[config.mk]
export PLATFORM = sky130hd
export DESIGN_NAME = lowfreq_tone_gen
export DESIGN_NICKNAME = d
export VERILOG_FILES = /design/src/rtl/lowfreq_tone_pkg.sv /design/src/rtl/lowfreq_tone_gen_nco_ch.sv /design/src/rtl/lowfreq_tone_gen.sv
export SDC_FILE = /design/constraint.sdc
export NUM_CORES = 1
export LEC_CHECK = 0
export BUFFER_PORTS_ARGS = -buffer_cell sky130_fd_sc_hd__buf_2
export CORE_UTILIZATION = 65
export DETAILED_ROUTE_END_ITERATION = 10
export PLACE_DENSITY = 0.86
export RECOVER_POWER = 25
export SLEW_MARGIN = 20
export SYNTH_ARGS = -nofsm -noshare
export SYNTH_HDL_FRONTEND = slang
export SYNTH_HIERARCHICAL = 1
export SYNTH_SLANG_ARGS = --single-unit
[constraint.sdc]
create_clock -name clk -period 4.85 [get_ports clk]
set_input_delay 0.2425 -clock clk [delete_from_list [all_inputs] [get_ports clk]]
set_output_delay 0.2425 -clock clk [all_outputs]
set_load 0.02 [all_outputs]
[src/rtl/lowfreq_tone_pkg.sv]
// Shared definitions for the four-channel low-frequency tone generator:
// default sizes, channel-index width and the per-channel state encoding.
package lowfreq_tone_pkg;

  localparam int NUM_CH_DEF = 4;
  localparam int ACC_W_DEF  = 32;
  localparam int CNT_W_DEF  = 32;
  localparam int CH_W       = 2;

  typedef enum logic [1:0] {
    ST_IDLE = 2'd0,
    ST_RUN  = 2'd1,
    ST_TAIL = 2'd2,
    ST_DONE = 2'd3
  } ch_state_t;

endpackage

[src/rtl/lowfreq_tone_gen_nco_ch.sv]
// One tone channel: phase accumulator, rising-edge counter and burst FSM.
// LOWFREQ_TONE_PHASE_OFFSET_EN adds a per-channel start phase.
module tone_nco_ch
  import lowfreq_tone_pkg::*;
#(
  parameter int ACC_W = ACC_W_DEF,
  parameter int CNT_W = CNT_W_DEF
) (
  input  logic             clk,
  input  logic             rst_n,
  input  logic             cfg_we,
  input  logic [ACC_W-1:0] cfg_inc,
  input  logic [CNT_W-1:0] cfg_burst,
`ifdef LOWFREQ_TONE_PHASE_OFFSET_EN
  input  logic [ACC_W-1:0] cfg_phase,
`endif
  input  logic             start,
  input  logic             stop,
  output logic             out_signal,
  output logic             busy,
  output logic             done
);

  ch_state_t        state_reg;
  logic [ACC_W-1:0] acc_reg;
  logic [ACC_W-1:0] inc_reg;
  logic [CNT_W-1:0] burst_reg;
  logic [CNT_W-1:0] edge_cnt_reg;
  logic             out_reg;
  logic             done_reg;

  logic [ACC_W-1:0] acc_next;
  logic [ACC_W-1:0] start_acc;
  logic [CNT_W-1:0] edge_cnt_next;
  logic             out_next;
  logic             rise;

`ifdef LOWFREQ_TONE_PHASE_OFFSET_EN
  logic [ACC_W-1:0] phase_reg;
  assign start_acc = phase_reg;
`else
  assign start_acc = '0;
`endif

  assign acc_next      = acc_reg + inc_reg;
  assign out_next      = acc_next[ACC_W-1];
  assign rise          = out_next & ~out_reg;
  assign edge_cnt_next = edge_cnt_reg + CNT_W'(1);

  always_ff @(posedge clk or negedge rst_n) begin
    if (!rst_n) begin
      state_reg    <= ST_IDLE;
      acc_reg      <= '0;
      inc_reg      <= '0;
      burst_reg    <= '0;
      edge_cnt_reg <= '0;
      out_reg      <= 1'b0;
      done_reg     <= 1'b0;
`ifdef LOWFREQ_TONE_PHASE_OFFSET_EN
      phase_reg    <= '0;
`endif
    end else begin
      // Config lands in the same edge as a start; the start still sees the old values.
      if (cfg_we) begin
        inc_reg   <= cfg_inc;
        burst_reg <= cfg_burst;
`ifdef LOWFREQ_TONE_PHASE_OFFSET_EN
        phase_reg <= cfg_phase;
`endif
      end
      if (stop) begin
        state_reg <= ST_IDLE;
        acc_reg   <= '0;
        out_reg   <= 1'b0;
      end else begin
        case (state_reg)
          ST_IDLE, ST_DONE: begin
            if (start && (inc_reg != '0)) begin
              state_reg    <= ST_RUN;
              acc_reg      <= start_acc;
              edge_cnt_reg <= '0;
              out_reg      <= start_acc[ACC_W-1];
              done_reg     <= 1'b0;
            end
          end
          ST_RUN: begin
            acc_reg <= acc_next;
            out_reg <= out_next;
            if (rise) begin
              edge_cnt_reg <= edge_cnt_next;
              if ((burst_reg != '0) && (edge_cnt_next == burst_reg))
                state_reg <= ST_TAIL;
            end
          end
          ST_TAIL: begin
            // Finish the last high phase so the final period is whole.
            acc_reg <= acc_next;
            out_reg <= out_next;
            if (out_reg && !out_next) begin
              done_reg  <= 1'b1;
              state_reg <= ST_DONE;
            end
          end
          default: ;
        endcase
      end
    end
  end

  assign out_signal = out_reg;
  assign done       = done_reg;
  assign busy       = (state_reg == ST_RUN) || (state_reg == ST_TAIL);

endmodule

[src/rtl/lowfreq_tone_gen.sv]
// Four-channel NCO square-wave source for counter self-test; holds the config
// demux and ready mux. LOWFREQ_TONE_PHASE_OFFSET_EN adds the cfg_phase port.
module lowfreq_tone_gen
  import lowfreq_tone_pkg::*;
#(
  parameter int NUM_CH = NUM_CH_DEF,
  parameter int ACC_W  = ACC_W_DEF,
  parameter int CNT_W  = CNT_W_DEF
) (
  input  logic              clk,
  input  logic              rst_n,
  input  logic              cfg_valid,
  output logic              cfg_ready,
  input  logic [CH_W-1:0]   cfg_ch,
  input  logic [ACC_W-1:0]  cfg_inc,
  input  logic [CNT_W-1:0]  cfg_burst,
`ifdef LOWFREQ_TONE_PHASE_OFFSET_EN
  input  logic [ACC_W-1:0]  cfg_phase,
`endif
  input  logic [NUM_CH-1:0] start_mask,
  input  logic [NUM_CH-1:0] stop_mask,
  output logic [NUM_CH-1:0] out_signal,
  output logic [NUM_CH-1:0] busy,
  output logic [NUM_CH-1:0] done
);

  logic [NUM_CH-1:0] cfg_we;

  // Unmapped channel indices stay ready so the write is simply discarded.
  always_comb begin
    cfg_ready = 1'b1;
    for (int i = 0; i < NUM_CH; i++) begin
      if (cfg_ch == CH_W'(i))
        cfg_ready = !busy[i];
    end
  end

  generate
    for (genvar gi = 0; gi < NUM_CH; gi++) begin : g_ch
      assign cfg_we[gi] = cfg_valid && cfg_ready && (cfg_ch == CH_W'(gi));

      tone_nco_ch #(
        .ACC_W (ACC_W),
        .CNT_W (CNT_W)
      ) u_ch (
        .clk        (clk),
        .rst_n      (rst_n),
        .cfg_we     (cfg_we[gi]),
        .cfg_inc    (cfg_inc),
        .cfg_burst  (cfg_burst),
`ifdef LOWFREQ_TONE_PHASE_OFFSET_EN
        .cfg_phase  (cfg_phase),
`endif
        .start      (start_mask[gi]),
        .stop       (stop_mask[gi]),
        .out_signal (out_signal[gi]),
        .busy       (busy[gi]),
        .done       (done[gi])
      );
    end
  endgenerate

endmodule
# Yosys cells after proc, flatten, opt, wreduce, memory -nomap -nowiden
# Cells that the tools add are included.
op_classes:
  reduce_logical: 70
  n_addsub: 8
  bitwise: 12
  eq_ne: 47
  n_mux: 68
ops:
  columns: ["op", "count"]
  rows:
  - ["$pmux 32 s2", 8]
  - ["$mux 32", 12]
  - ["$reduce_bool 32->1", 8]
  - ["$add 32x1->32 const B", 4]
  - ["$add 32x32->32", 4]
  - ["$eq 32x32->1", 4]
  - ["$ne 3x2->1 const B", 16]
  - ["$reduce_and 4->1", 12]
  - ["$mux 2", 20]
  - ["$ne 2x1->1 const B", 12]
  - ["$pmux 2 s3", 4]
  - ["$eq 2x2->1 const B", 10]
  - ["$logic_and 1x1->1", 17]
  - ["$mux 1", 16]
  - ["$pmux 1 s2", 8]
  - ["$reduce_bool 2->1", 8]
  - ["$reduce_or 2->1", 8]
  - ["$eq 2x1->1 const B", 5]
  - ["$logic_not 2->1", 5]
  - ["$logic_not 1->1", 8]
  - ["$not 1->1", 8]
  - ["$and 1x1->1", 4]
  - ["$logic_or 1x1->1", 4]
totals:
  output_inout_bits: 13
  elab_cells: 233
  input_bits: 77
  ff_bits: 528

# Depth between registers and ports, before layout
# Gate-level depths: netlist of the first run.
depth:
  ltp_word: 9
  depth_mapped: 13
  mapped_depth_nobuf: 11

# Cells and area by module
# Netlist of the first run, hierarchy kept.
modules_own_cells:
  columns: ["mod", "n_inst", "cells_each", "seq_area_each_um2", "area_per_inst_um2"]
  rows:
  - ["tone_nco_ch at g_ch[0].u_ch ...", 2, 875, 3278.1, 8331.7]
  - ["tone_nco_ch at g_ch[3].u_ch", 1, 876, 3278.1, 8370.5]
  - ["tone_nco_ch at g_ch[2].u_ch", 1, 878, 3278.1, 8365.5]
  - ["lowfreq_tone_gen", 1, 7, 0.0, 61.3]

# Worst setup path after synthesis of the first run
# Ideal clock, no wire load.
synth_path:
  path_kind: "register -> register"
  from: "register g_ch[2].u_ch.acc_reg[18]"
  to: "register g_ch[2].u_ch.edge_cnt_reg[4]"
  setup_slack_ns: 1.712
  setup_time_ns: 0.110
  n_path_buf: 3
  t_required_ns: 4.740
  period_less_slack_ns: 3.138
  stages_incl_launch_ff: 14
  arrival_ns: 3.027
  cell_sequence: "dfrtp_1 ha_1 clkbuf_1 a21oi_1 o21ai_1 a221o_1 a221o_1 a211oi_2 mux2i_1 buf_2 buf_2 o21a_1 o21ai_0 o41ai_1"
synth_between:
  elab_chain_cells: 4
synth_lines:
  columns: ["item", "line_no", "rtl"]
  rows:
  - ["start: declaration", "lowfreq_tone_gen_nco_ch.sv:25", "logic [ACC_W-1:0] acc_reg;"]
  - ["start signal: assignment", "lowfreq_tone_gen_nco_ch.sv:80", "acc_reg <= start_acc;"]
  - ["start signal: assignment", "lowfreq_tone_gen_nco_ch.sv:87", "acc_reg <= acc_next;"]
  - ["start signal: assignment", "lowfreq_tone_gen_nco_ch.sv:97", "acc_reg <= acc_next;"]
  - ["$add 32x32->32", "lowfreq_tone_gen_nco_ch.sv:45", "assign acc_next = acc_reg + inc_reg;"]
  - ["$and 1x1->1", "lowfreq_tone_gen_nco_ch.sv:47", "assign rise = out_next & ~out_reg;"]
  - ["$ne 2x1->1 (no line)", null, null]
  - ["$reduce_and 4->1 (no line)", null, null]
  - ["end signal: assignment", "lowfreq_tone_gen_nco_ch.sv:90", "edge_cnt_reg <= edge_cnt_next;"]
  - ["end: declaration", "lowfreq_tone_gen_nco_ch.sv:28", "logic [CNT_W-1:0] edge_cnt_reg;"]
# Every way passes these cells.
# A chain may end at the register's enable or synchronous reset.

# Worst setup path after layout of the first run
layout_path:
  from: "register g_ch[2].u_ch.inc_reg[16]"
  to: "register g_ch[2].u_ch.edge_cnt_reg[5]"
layout_between:
  elab_chain_cells: 4
  elab_cells_between_ends: 7
  classes_between: "add/sub (1); eq/ne (2); bitwise (1); reduce/logical (3)"
layout_lines:
  columns: ["item", "line_no", "rtl"]
  rows:
  - ["start: declaration", "lowfreq_tone_gen_nco_ch.sv:26", "logic [ACC_W-1:0] inc_reg;"]
  - ["start signal: assignment", "lowfreq_tone_gen_nco_ch.sv:65", "inc_reg <= cfg_inc;"]
  - ["$add 32x32->32 / $reduce_bool 32->1 (equally long branches)", "lowfreq_tone_gen_nco_ch.sv:45, lowfreq_tone_gen_nco_ch.sv:78", null]
  - ["$and 1x1->1 / $logic_and 1x1->1 (equally long branches)", "lowfreq_tone_gen_nco_ch.sv:47, lowfreq_tone_gen_nco_ch.sv:78", null]
  - ["$ne 2x1->1 (no line)", null, null]
  - ["$reduce_and 4->1 (no line) (*)", null, null]
# Mark *: on every way between the ends. The rest lies on a longest branch, timed or not.

==> results of run 1 <==
-- cell usage in the layout (no fill, tap or decap), drive strengths merged, types with 26 or more instances in the layout --
cell type / Yosys / final
a21o: 51 / 51
a21oi: 196 / 196
a31oi: 55 / 55
and2: 33 / 33
and3: 44 / 44
and4: 26 / 26
buf: 61 / 116
clkbuf: 131 / 85
dfrtp: 524 / 524
ha: 136 / 136
inv: 94 / 94
mux2: 255 / 255
nand2: 289 / 289
nand2b: 26 / 26
nand3: 111 / 111
nand4: 96 / 96
nor2: 128 / 128
nor3: 65 / 65
nor4: 88 / 88
o21a: 40 / 40
o21ai: 332 / 332
o31ai: 79 / 79
xnor2: 174 / 174
xor2: 97 / 97
-- logic make-up after synthesis --
logic type | synth area share, %
muxes | 9.37
DFF | 39.2
AOI/OAI and AO/OA | 19.6
xor gates and xnor gates | 7.09
and+or+nand+nor | 15.9
buffers and inverters | 3.52
adders and majority gates | 5.32
-- metal layers --
layer | vias to the layer above | routed length [um] | share of wire, % | track usage [%]
met5 | - | 13 | 0.013 | 0
met4 | 2 | 4740 | 4.9 | 17.0
met3 | 346 | 10600 | 11 | 7.65
met2 | 1699 | 43200 | 44 | 55.6
met1 | 14300 | 38800 | 40 | 50.5
li1 | 13100 | - | - | -
-- timing repair --
action | 4_1_cts | 5_1_grt
hold endpoints to repair | 125 | 4
resized for setup | 0 | 0
hold buffers | 13 | 3
-- worst register-to-register path, delay by kind of cell (launching register included) --
family | cells | cell delay (ps)
muxes | 1 | 320
DFF | 1 | 420
and+or+nand+nor | 1 | 770
adders and majority gates | 1 | 380
AOI/OAI and AO/OA | 6 | 1760
-- final cells by class --
cell class / count / share of cell area, %
Antenna cell: 4 / 0.0275
Clock buffer: 80 / 4.58
Clock inverter: 23 / 0.723
Inverter: 95 / 0.981
Multi-Input combinational cell: 2700 / 52.9
Sequential cell: 524 / 36.1
Tap cell: 672 / 2.31
Timing Repair Buffer: 137 / 2.42
-- through the flow --
step	cell area (sq um)	hold slack (ps)	utilization (%)	setup slack (ps)
final	36400	24.0	72.0	1020
after detailed placement	34300	323	67.9	1150
after CTS	36300	0.735	72.0	1070
after global placement	34300	327	67.9	1190
after global routing	36400	-3.77	72.0	440
after floorplan	33500	-53.1	-	1710
-- worst min-delay path by stage --
stage,end,cells past startpoint,slack [ps]
after floorplan,g_ch[0].u_ch/acc_reg[0],0,-50
after global placement,g_ch[3].u_ch/inc_reg[5],1,330
after detailed placement,g_ch[3].u_ch/acc_reg[5],1,320
after CTS,g_ch[3].u_ch/burst_reg[3],2,0.7
after global routing,g_ch[3].u_ch/burst_reg[26],2,-4
final,g_ch[3].u_ch/burst_reg[26],2,20
-- power breakdown --
| group | total (W) | internal, W | leakage [nW] | switching, W |
|---|---|---|---|---|
| Combinational | 0.0106 | 0.00452 | 7.64 | 0.00612 |
| Clock | 0.00452 | 0.00264 | 0.952 | 0.00187 |
| Sequential | 0.00760 | 0.00589 | 6.73 | 0.00170 |
| Total | 0.0228 | 0.0131 | 15.3 | 0.00970 |
==> results.yml, run 1 <==
sta:
  finalCritPeriodShare_pct: 78.9
  hold_violations: 0
  finalCriticalPeriod_ps: 3830
  worst_pin_slew_ps: 2730
  rsz0062_at_grt: "false"
  maxSlewHeadroom_pct: -81.7
  fmax_ghz: 0.261
  slew_viol_final: 99
  fin_tns_setup_ps: 0
  skew_ps: 28.6
  setup_violations: 0
worst_setup_path:
  reg2reg_slack_ps: 1020
  path_class: "reg -> reg"
  critical_path.most_common_cell: "a221o_1"
  timing.rr.start: "g_ch[2].u_ch/inc_reg[16]"
  start_kind: "flip-flop"
  r2r-end: "g_ch[2].u_ch/edge_cnt_reg[5]"
  crit_buf_inv: 0
  cp_max_fo: 23
  crit_path_end_kind: "flip-flop"
  crit_arrival_ps: 4270
  cp.required_ps: 5300
  crit_end: "g_ch[2].u_ch/edge_cnt_reg[5]"
  rr_worst_depth: 9
  path_cells: "ha_1 -> a21oi_1 -> o21ai_1 -> a221o_1 -> a221o_1 -> a211oi_2 -> mux2i_4 -> or2_1 -> o21ai_0"
  crit_start: "g_ch[2].u_ch/inc_reg[16]"
  path_delay_family: "compound AO/OA/AOI/OAI gates"
  crit_slowest_cell: "or2_1"
  crit_cells: 9
  crit_path_max_incr_delay_ps: 770
floorplan:
  die_w_um: 229
  fp.coreArea_sq_um: 50500
  io_pins: 90
  die_area_sq_um: 52400
  initial_utilization_pct: 66.3
  fp.dieH_um: 229
  rows: 82
global_routing:
  grt_max_degree: 130
  grt_overflow: 0
  grt_pass1_vias: 28000
  grt_first_pass_wirelength_mm: 154
  grt_antenna_before_repair: 10
  track_usage_pct: 36.6
clock_network:
  cts_tree: "done"
  clock_sinks: 524
  cts_max_level: 2
  cts_setup_buffers: 0
  root_buffer: "clkbuf_16"
  clk-insertion-delay-late_ps: 640
  path_clk_slew_ps: 60
  cts_buffers: 56
  cts_buffer_depth: 3
detailed_routing:
  post_drt_wl_per_cell_um: 23.0
  vias: 29500
  drc: 0
  viasPerCell: 6.97
  totalWireLength_mm: 97.3
  drt-pass1-iter-count: 8
  detail-route-antenna-nets: 0
  drtIter0Drc: 3529
outcome:
  status: "finished with violations"
  failed_checks: "capacitance limit, slew limit"
yosys:
  syn_area_per_cell_sq_um: 9.53
  synth_top_area_cell: "dfrtp_1"
  synth-seq-cells: 524
  synth_top_area_share_pct: 39.2
  netlist_instances: 3511
  yosys.cell_count.top_type: "dfrtp_1"
  netlist_area_sq_um: 33500
  synth_edf_count: 0
  seq_area_frac_synth_pct: 39.2
  yosysUniqueCellTypes: 96
  ys_top_cells_by_count: "dfrtp_1 (524), o21ai_0 (294), nand2_1 (289), mux2_2 (253), a21oi_1 (196)"
  synthTopCellsByArea: "dfrtp_1 (39%), mux2_2 (8.5%), ha_1 (5.1%), xnor2_1 (4.6%), o21ai_0 (4.4%)"
  synth_flop_cell: "dfrtp_1"
  synth-warning-count: 6
  synth_nets: 3728
  ys_async_sr_fraction_pct: 100
layout:
  fill_cells: 3541
  fin_cells: 4235
  drive_gt1_share_pct: 15.4
  fin_nets: 3731
  register_area_sq_um: 13100
  multi_input_area_sq_um: 19200
  area_growth_pct: 8.66
power:
  irDropWorstVdd_mv: 0.417
  power_density_nw_per_um2: 626
  p_total_w: 0.0228
  power.leakage_nw: 15.3
flow_run:
  drv_cap: 1
worst_hold_path:
  min_from: "cfg_burst[26]"
  hp-class: "in -> reg"
placed_design:
  placed_cells: 4112
  port_buffers: 89
  hpwl_mm: 66.0
  place_congestion: 0.992
No activity file was read; power rests on OpenSTA's default activity.
==> run 2, diff against run 1 <==
--- a/config.mk
+++ b/config.mk
@@ -6,9 +6,9 @@
 export NUM_CORES = 1
 export LEC_CHECK = 0
 export BUFFER_PORTS_ARGS = -buffer_cell sky130_fd_sc_hd__buf_2
-export CORE_UTILIZATION = 65
+export CORE_UTILIZATION = 64
 export DETAILED_ROUTE_END_ITERATION = 10
-export PLACE_DENSITY = 0.86
+export PLACE_DENSITY = 0.84
 export RECOVER_POWER = 25
 export SLEW_MARGIN = 20
 export SYNTH_ARGS = -nofsm -noshare
==> constraint.sdc (replaced) <==
create_clock -name clk -period 3.6 [get_ports clk]
set_input_delay 0.18 -clock clk [delete_from_list [all_inputs] [get_ports clk]]
set_output_delay 0.18 -clock clk [all_outputs]
set_load 0.02 [all_outputs]
==> results.yml, run 2 (synthesis results as in run 1) <==
floorplan:
  die_area_sq_um: 53200
  die_w_um: 231
  io_pins: 90
  fp.coreArea_sq_um: 51500
  initial_utilization_pct: 65.0
  fp.dieH_um: 231
  rows: 83
sta:
  slew_viol_final: 80
  finalCriticalPeriod_ps: 3490
  setup_violations: 0
  hold_violations: 0
  timing.hold.ws_ps: 28.5
  skew_ps: 18.4
  worst_pin_slew_ps: 2160
  maxSlewHeadroom_pct: -43.7
  fmax_ghz: 0.286
  finalCritPeriodShare_pct: 97.0
clock_network:
  path_clk_slew_ps: 60
  cts_tree: "done"
  clk-insertion-delay-late_ps: 630
  cts_max_level: 2
  cts_buffers: 57
  cts_buffer_depth: 3
  root_buffer: "clkbuf_16"
  clock_sinks: 524
worst_setup_path:
  cp.required_ps: 4140
  path_class: "reg -> reg"
  critical_path.most_common_cell: "a221o_1"
  path_delay_family: "compound AO/OA/AOI/OAI gates"
  rr_worst_depth: 10
  crit_path_end_kind: "flip-flop"
  start_kind: "flip-flop"
  r2r-end: "g_ch[2].u_ch/edge_cnt_reg[17]"
  reg2reg_slack_ps: 110
  crit_path_max_incr_delay_ps: 540
  path_cells: "ha_1 -> a21oi_1 -> o21ai_1 -> a221o_1 -> a221o_1 -> a211oi_2 -> mux2i_4 -> buf_4 -> or4_1 -> o21ai_0"
  crit_slowest_cell: "a211oi_2"
  timing.rr.start: "g_ch[2].u_ch/acc_reg[16]"
  cp_max_fo: 20
  crit_arrival_ps: 4030
  crit_buf_inv: 1
detailed_routing:
  totalWireLength_mm: 99.1
  post_drt_wl_per_cell_um: 22.7
  drt-pass1-iter-count: 8
  viasPerCell: 6.79
  detail-route-antenna-nets: 0
  vias: 29700
  drc: 0
  drtIter0Drc: 3158
global_routing:
  grt_overflow: 0
  track_usage_pct: 37.1
  grt_first_pass_wirelength_mm: 157
  grt_max_degree: 96
  grt_antenna_before_repair: 7
  grt_pass1_vias: 28600
layout:
  final_cell_mix: "dfrtp_1 (524), o21ai_0 (294), nand2_1 (289)"
  area_growth_pct: 12.2
  layout_commonest_cell: "dfrtp_1"
  final_core_util_pct: 72.9
  drive_gt1_share_pct: 17.0
  fin_nets: 3857
worst_hold_path:
  hp-class: "in -> reg"
  hold_path_end: "g_ch[1].u_ch/inc_reg[29]"
  min_from: "cfg_inc[29]"
  hold_depth: 2
placed_design:
  port_buffers: 89
  hpwl_mm: 68.1
  place_congestion: 1.04
outcome:
  status: "finished with violations"
  failed_checks: "capacitance limit, slew limit"
flow_run:
  drv_cap: 1
power:
  power.leakage_nw: 15.9
  power_density_nw_per_um2: 825
  irDropWorstVdd_mv: 0.582
-- run 2: per-layer routing --
layer / up-vias / track usage, % / wire (um)
li1: 13400 / - / -
met1: 14300 / 49.7 / 39500
met2: 1637 / 57.1 / 44300
met3: 385 / 7.86 / 10100
met4: 2 / 18.7 / 5290
met5: - / 0 / 13
-- run 2: final cells by class --
cell class | count | area, sq um
fill | 3645 | 14000
timing repair buffer | 261 | 2010
inverter | 95 | 357
antenna | 9 | 22.5
multi-input combinational | 2701 | 19300
clock inverter | 18 | 214
tap | 680 | 851
clock buffer | 85 | 1710
sequential | 524 | 13100
-- run 2: what timing repair did --
action | 4_1_cts | 5_1_grt
endpoints found under the setup margin | 0 | 19
setup buffers | 0 | 5
resized for setup | 0 | 8
hold buffers | 65 | 0
hold endpoints to repair | 310 | 0
-- run 2: worst reg2reg max path, cell delays in order (launching register included) --
cell	delay, ps
dfrtp_1	400
ha_1	400
a21oi_1	200
o21ai_1	100
a221o_1	300
a221o_1	380
a211oi_2	540
mux2i_4	160
buf_4	240
or4_1	530
o21ai_0	170
-- run 2: through the flow --
stage	std cells	total power [W]	TNS, ps	setup WS (ps)	area (sq um)
floorplan	3511	0.0203	0	462	33500
global placement	4190	0.0238	0	192	34900
detailed placement	4190	0.0243	0	128	34900
CTS	4358	0.0306	0	32.8	37500
global route	4364	0.0328	-138	-47.4	37500
finish	4373	0.0310	0	110	37600
-- run 2: report_power, final --
| group | internal, W | switching, W |
|---|---|---|
| registers | 0.00794 | 0.00223 |
| clock network | 0.00356 | 0.00249 |
| logic | 0.00638 | 0.00838 |
| total | 0.0179 | 0.0131 |
-- run 2: worst max path at each step --
stage,start,end,slack (ps),depth (start not counted)
after global placement,g_ch[0].u_ch/edge_cnt_reg[0],g_ch[0].u_ch/state_reg[0],190,10
after detailed placement,g_ch[3].u_ch/inc_reg[0],g_ch[3].u_ch/acc_reg[28],130,11
after CTS,g_ch[0].u_ch/edge_cnt_reg[0],g_ch[0].u_ch/state_reg[0],30,9
final,g_ch[2].u_ch/acc_reg[16],g_ch[2].u_ch/edge_cnt_reg[17],110,10
after global routing,g_ch[1].u_ch/inc_reg[4],g_ch[1].u_ch/edge_cnt_reg[18],-50,12
after floorplan,g_ch[2].u_ch/acc_reg[18],g_ch[2].u_ch/edge_cnt_reg[4],460,13
